File: src/rtl/lc3_execute.sv
// rtl/lc3_execute.sv - LC3 execute stage: operand bypass, ALU, address adder, branch mask
//
// Ports:
//   clock, reset (sync, active-low), enable_execute (stage advance)
//   E_control      {alu_control[5:4], pcselect1[3:2], pcselect2[1], op2select[0]}
//   bypass_alu_1/2, bypass_mem_1/2  operand forwarding selects
//   IR, npc_in, VSR1, VSR2, Mem_Bypass_Val  data inputs
//   Mem_Control_in, W_Control_in    downstream control, forwarded
//   aluout, pcout, M_Data, W_Control_out, Mem_Control_out, IR_Exec, dr, NZP  registered
//   sr1, sr2       combinational register-file read addresses

module lc3_execute (
    input  logic        clock,
    input  logic        reset,
    input  logic        enable_execute,
    input  logic [5:0]  E_control,
    input  logic        bypass_alu_1,
    input  logic        bypass_alu_2,
    input  logic        bypass_mem_1,
    input  logic        bypass_mem_2,
    input  logic [15:0] IR,
    input  logic [15:0] npc_in,
    input  logic        Mem_Control_in,
    input  logic [1:0]  W_Control_in,
    input  logic [15:0] VSR1,
    input  logic [15:0] VSR2,
    input  logic [15:0] Mem_Bypass_Val,
    output logic [15:0] aluout,
    output logic [15:0] pcout,
    output logic [15:0] M_Data,
    output logic [1:0]  W_Control_out,
    output logic        Mem_Control_out,
    output logic [15:0] IR_Exec,
    output logic [2:0]  dr,
    output logic [2:0]  NZP,
    output logic [2:0]  sr1,
    output logic [2:0]  sr2
);

    logic [1:0]  w_alu_control;
    logic [1:0]  w_pcselect1;
    logic        w_pcselect2;
    logic        w_op2select;
    logic [3:0]  w_opcode;
    logic [15:0] w_val1;
    logic [15:0] w_val2;
    logic [15:0] w_op2;
    logic [15:0] w_alu;
    logic [15:0] w_base;
    logic [15:0] w_offset;
    logic [15:0] w_addr;
    logic        w_is_alu_op;
    logic [2:0]  w_nzp;

    assign w_alu_control = E_control[5:4];
    assign w_pcselect1   = E_control[3:2];
    assign w_pcselect2   = E_control[1];
    assign w_op2select   = E_control[0];
    assign w_opcode      = IR[15:12];

    // Stores read the source data register from the DR field.
    assign sr1 = IR[8:6];
    assign sr2 = (w_opcode == 4'b0011 || w_opcode == 4'b0111 || w_opcode == 4'b1011)
               ? IR[11:9] : IR[2:0];

    // The alu path reads the aluout register before this edge, i.e. the
    // previous instruction's result, and takes priority over the mem path.
    assign w_val1 = bypass_alu_1 ? aluout : (bypass_mem_1 ? Mem_Bypass_Val : VSR1);
    assign w_val2 = bypass_alu_2 ? aluout : (bypass_mem_2 ? Mem_Bypass_Val : VSR2);

    assign w_op2 = w_op2select ? w_val2 : {{11{IR[4]}}, IR[4:0]};

    always_comb begin
        w_alu = 16'h0000;
        case (w_alu_control)
            2'b00:   w_alu = w_val1 + w_op2;
            2'b01:   w_alu = w_val1 & w_op2;
            2'b10:   w_alu = ~w_val1;
            default: w_alu = w_val1;
        endcase
    end

    always_comb begin
        w_offset = 16'h0000;
        case (w_pcselect1)
            2'b00:   w_offset = {{5{IR[10]}}, IR[10:0]};
            2'b01:   w_offset = {{7{IR[8]}}, IR[8:0]};
            2'b10:   w_offset = {{10{IR[5]}}, IR[5:0]};
            default: w_offset = 16'h0000;
        endcase
    end

    assign w_base = w_pcselect2 ? npc_in : w_val1;
    assign w_addr = w_base + w_offset;

    assign w_is_alu_op = (w_opcode == 4'b0001) || (w_opcode == 4'b0101) || (w_opcode == 4'b1001);

    always_comb begin
        w_nzp = 3'b000;
        if (w_opcode == 4'b0000)
            w_nzp = IR[11:9];
        else if (w_opcode == 4'b1100)
            w_nzp = 3'b111;
    end

    always_ff @(posedge clock) begin
        if (!reset) begin
            aluout          <= 16'h0000;
            pcout           <= 16'h0000;
            M_Data          <= 16'h0000;
            W_Control_out   <= 2'b00;
            Mem_Control_out <= 1'b0;
            IR_Exec         <= 16'h0000;
            dr              <= 3'b000;
            NZP             <= 3'b000;
        end else if (enable_execute) begin
            aluout          <= w_is_alu_op ? w_alu : w_addr;
            pcout           <= w_addr;
            M_Data          <= w_val2;
            W_Control_out   <= W_Control_in;
            Mem_Control_out <= Mem_Control_in;
            IR_Exec         <= IR;
            dr              <= IR[11:9];
            NZP             <= w_nzp;
        end else begin
            // A stalled branch must not be seen as taken on a second cycle.
            NZP             <= 3'b000;
        end
    end

endmodule

File: config.mk
export PLATFORM = sky130hd
export DESIGN_NAME = lc3_execute
export DESIGN_NICKNAME = d
export VERILOG_FILES = /design/src/rtl/lc3_execute.sv
export SDC_FILE = /design/constraint.sdc
export NUM_CORES = 1
export LEC_CHECK = 0
export BUFFER_PORTS_ARGS = -buffer_cell sky130_fd_sc_hd__buf_2
export CORE_UTILIZATION = 57
export DETAILED_ROUTE_END_ITERATION = 7
export MAX_ROUTING_LAYER = met4
export PLACE_DENSITY = 0.89
export RECOVER_POWER = 100
export SLEW_MARGIN = 20
export SYNTH_ARGS = -nofsm -noshare
export SYNTH_HDL_FRONTEND = slang
export SYNTH_SLANG_ARGS = --single-unit
File: constraint.sdc
create_clock -name clock -period 6.4 [get_ports clock]
set_clock_uncertainty 0.15 [all_clocks]
set_input_delay 1.28 -clock clock [delete_from_list [all_inputs] [get_ports clock]]
set_output_delay 1.28 -clock clock [all_outputs]
set_load 0.005 [all_outputs]
* Word-level counts from Yosys, hierarchy flattened
Cells that the tools add are included.
** Storage, ports and cells
- Flip-flop bits (word level) :: 73
- Bits of input ports :: 96
- Logic and storage cells :: 43
** Cells by class
- $add $sub $neg :: 2
- Equality and inequality tests :: 11
- Muxes and demuxes :: 12
- Bitwise logic cells :: 2
- Reductions and logical operators :: 8
** Operator list (count)
- $mux 16 :: 7
- $pmux 16 s3 :: 2
- $add 16x16->16 :: 2
- $and 16x16->16 :: 1
- $not 16->16 :: 1
- $eq 4x4->1 const B :: 3
- $mux 3 :: 3
- $eq 4x3->1 const B :: 2
- $eq 2x1->1 const B :: 2
- $eq 2x2->1 const B :: 2
- $eq 4x1->1 const B :: 1
- $eq 4x2->1 const B :: 1
- $logic_not 2->1 :: 2
- $logic_not 4->1 :: 1
- $logic_or 1x1->1 :: 4
- $reduce_and 2->1 :: 1

* Logic depth before layout (Yosys ltp)
- Depth after elaboration :: 6
- Gate-level depth with buffers :: 15

* Least setup slack after synthesis
No wires, ideal clock.
- Kind :: input to register
- From :: in bypass_mem_2
- To :: reg aluout[12]
- Setup time :: 0.060 ns
- Arrival time :: 4.284 ns
- Required time :: 6.190 ns
- Slack :: 1.906 ns
- Stages on the path :: 14
- Buffers on the path :: 2
- Cells stage by stage :: buf_2 buf_2 mux2i_1 o21ai_0 mux2_2 ha_1 fa_1 a211oi_2 o211ai_2 and3_4 a211oi_2 xor2_1 a2111oi_1 a221o_1
** Between the ends
- Cells in the longest elaborated chain, start to end :: 6
- Elaborated cells between the ends (all ways) :: 7
- Classes of those cells :: add/sub: 1; mux: 5; bitwise: 1
** RTL lines
- start, declared :: line 20 : input logic bypass_mem_2,
- $mux 16 (*) (2 in a row) :: line 69 : assign w_val2 = bypass_alu_2 ? aluout : (bypass_mem_2 ? Mem_Bypass_Val : VSR2);
- $mux 16 (*) :: line 71 : assign w_op2 = w_op2select ? w_val2 : {{11{IR[4]}}, IR[4:0]};
- $add 16x16->16 / $and 16x16->16 (equally long branches) :: line 76, 77
- $pmux 16 s3 (*) :: line 75 : case (w_alu_control)
- $mux 16 (*) :: line 117 : aluout <= w_is_alu_op ? w_alu : w_addr;
- end signal, assigned :: line 117
- end, declared :: line 28 : output logic [15:0] aluout,
Every way passes the cells marked *; elsewhere a longest branch is shown, timed or not.
A chain may end at the register's enable or synchronous reset.

* Worst setup path in the final report
Ends and elaborated chain as after synthesis.

==> impl_metrics.tcl <==
set metrics [dict create \
    final_nets 988 \
    finalMaxSlewViolations 0 \
    tightestPinTransition_ns 1.16 \
    io_pins 175 \
    antenna_found_initial 1 \
    cts.sinks 70 \
    synth-edff-count 0 \
    clkTransAtPathRegs_ns 0.09 \
    syn_area_um2 5760 \
    io_buffers 174 \
    ys_ff_latch 70 \
    synth_nets 852 \
    placed_cell_area_um2 6580 \
    cp_data_arrival_time_ns 5.13 \
    firstDrtPassIters 5 \
    timing.fmax_mhz 201 \
    gp_congestion 0.942 \
    yosysTopAreaCellShare_pct 24.3 \
    overflow 0 \
    synth-main-ff-cell "dfxtp_1" \
    tns_ns 0 \
    syn_inst 723 \
    wl_mm 17.0 \
    p_leak_nw 3.08 \
    drt_iter0_markers 385 \
    multi_input_area_um2 4050 \
    synth_cell_types 68 \
    cts_buffers 9 \
    die-height_um 103 \
    synthArstFlopShare_pct 0 \
    period_share_pct 77.8 \
    finalSetupViolations 0 \
    min_path_type "reg -> reg" \
    synthTopCellsByArea "dfxtp_1, mux2i_1, nand2_1" \
    holdBufCountCts 0 \
    dieWidth_um 103 \
    grt_pass1_wl_mm 26.6 \
    core_um2 9770 \
    worstSetupStartpointType "input pin" \
    regArea_um2 1400 \
    wl_per_cell_um 17.1 \
    cts_resized 0 \
    final_area_um2 6710 \
    status "finished, final reports clean" \
    seq_area_frac_synth_pct 24.3 \
    slew-limit-headroom_pct 22.7 \
    powerDensity_nw_per_um2 219 \
    cap_violations 0 \
    crit_fanout 16 \
    finalHoldViolations 0 \
    post_cts_buffers 0 \
    cts_tree "built" \
    drc 0 \
    synth_warnings 0 \
    drive_above_1_share_pct 19.2 \
    avgViaCountPerCell 5.91 \
    cp-end-kind "flip-flop" \
    cp.required_ns 6.55 \
    syn_to_final_growth_pct 16.5 \
    grt_use_total_pct 33.5 \
    root_buffer "clkbuf_8" \
    period_needed_ns 4.98 \
    die-area_um2 10500 \
    synth_area_leader_cell "dfxtp_1" \
    cts.path.max_buffers 2 \
    grt_max_degree 75 \
    h-tree-depth 3 \
    avgSynthCellArea_um2 7.96 \
    num_vias 5900 \
    ant_nets 0 \
    clkLatencyLatePin_ns 0.36 \
    start_util_pct 58.9 \
    fillers 860 \
    crit_type "in -> reg" \
    dp_hpwl_mm 12.9 \
    placementRows 36 \
    grt_pass1_vias 5418 \
    rsz0062_at_grt "false" \
    peakVddDrop_uv 125 \
]
cell usage in the layout (no fill, tap or decap), drive strengths merged, types with 8 or more instances in the layout:
| cell type | count |
|---|---|
| nor2 | 28 |
| a211oi | 8 |
| xnor2 | 20 |
| buf | 120 |
| nor2b | 49 |
| inv | 20 |
| mux2 | 21 |
| ha | 31 |
| clkbuf | 64 |
| a31oi | 9 |
| dfxtp | 70 |
| mux2i | 84 |
| o21ai | 70 |
| nand2 | 111 |
| a21oi | 40 |
path summary, 6_finish.rpt:
kind / start / to / slack (ns) / cells after the start
setup / recovery: bypass_mem_2 / aluout[12] / 1.42 / 13
hold / removal: pcout[1] / pcout[1] / 0.35 / 1
setup reg to reg: aluout[0] / aluout[12] / 3.03 / 12
hold reg to reg: pcout[1] / pcout[1] / 0.35 / 1
flip-flops by register name (all words and copies together) (netlist names):
signal,count
IR_Exec,16
aluout,16
pcout,16
Mem_Control_out,1
W_Control_out,2
M_Data,16
NZP,3
power breakdown:
part	internal, mW	switching (mW)
Combinational	0.244	0.330
Clock	0.184	0.201
Sequential	0.478	0.0345
Total	0.906	0.565
critical path: stages:
cell,delay [ns]
clkbuf_1,0.83
mux2i_1,0.27
o21ai_0,0.15
mux2_1,0.35
ha_1,0.25
fa_1,0.44
a211oi_2,0.29
o211ai_2,0.15
and3_4,0.21
a211oi_2,0.19
xor2_1,0.10
a2111oi_1,0.44
a221o_1,0.17
routing by layer:
layer  wire length, um  GRT usage [%]
met5                 0              -
met4               404           12.2
met3              1520           4.95
met2              7790           52.9
met1              7320           43.3
logic make-up after synthesis:
kind of cell	synth area share [%]
AOI/OAI and AO/OA	22.0
xor gates and xnor gates	3.80
adders and majority gates	7.43
buffers and inverters	5.11
DFF	24.3
muxes	18.7
and+or+nand+nor	18.6
synth_stat cells, types with 2 or more instances:
cell type	number
nand2_1	111
mux2i_1	84
dfxtp_1	70
nor2b_1	49
o21ai_0	46
a21oi_1	39
ha_1	31
nor2_1	28
clkbuf_1	27
o21ai_1	22
mux2_2	21
xnor2_1	20
inv_1	18
a31oi_1	9
buf_1	9
buf_2	7
buf_4	7
a211oi_1	6
a21o_1	6
and2_1	6
nand3_1	6
a221o_1	5
a22o_1	5
and3_1	5
nand2b_1	5
o211ai_1	5
o21a_1	5
o22ai_1	5
xor2_1	5
a21boi_0	4
a221oi_1	3
nand3b_1	3
nand4_1	3
nor3_1	3
a2111oi_0	2
a211oi_2	2
a21boi_1	2
fa_1	2
o211a_1	2
o211ai_2	2
o21ai_2	2
o21bai_1	2
o31ai_1	2
o41ai_1	2
or3_1	2
final cells by class:
| class | count | area share (%) |
|---|---|---|
| Antenna cell | 1 | 0.0373 |
| Clock buffer | 9 | 1.85 |
| Clock inverter | 7 | 1.19 |
| Inverter | 19 | 1.06 |
| Multi-Input combinational cell | 584 | 60.4 |
| Sequential cell | 70 | 20.9 |
| Tap cell | 133 | 2.48 |
| Timing Repair Buffer | 175 | 12.1 |
through the flow:
stage | setup slack, ns | instances | hold slack, ns | power (mW) | utilization (%)
2_1_floorplan | 1.91 | 723 | 0.325 | 0.915 | -
3_3_place_gp | 1.83 | 981 | 0.307 | 1.07 | 67.3
3_5_place_dp | 1.66 | 981 | 0.322 | 1.09 | 67.3
4_1_cts | 1.98 | 997 | 0.343 | 1.47 | 69.4
5_1_grt | 1.15 | 998 | 0.367 | 1.56 | 68.7
6_report | 1.42 | 998 | 0.347 | 1.47 | 68.7
No activity file was read; power rests on OpenSTA's default activity.
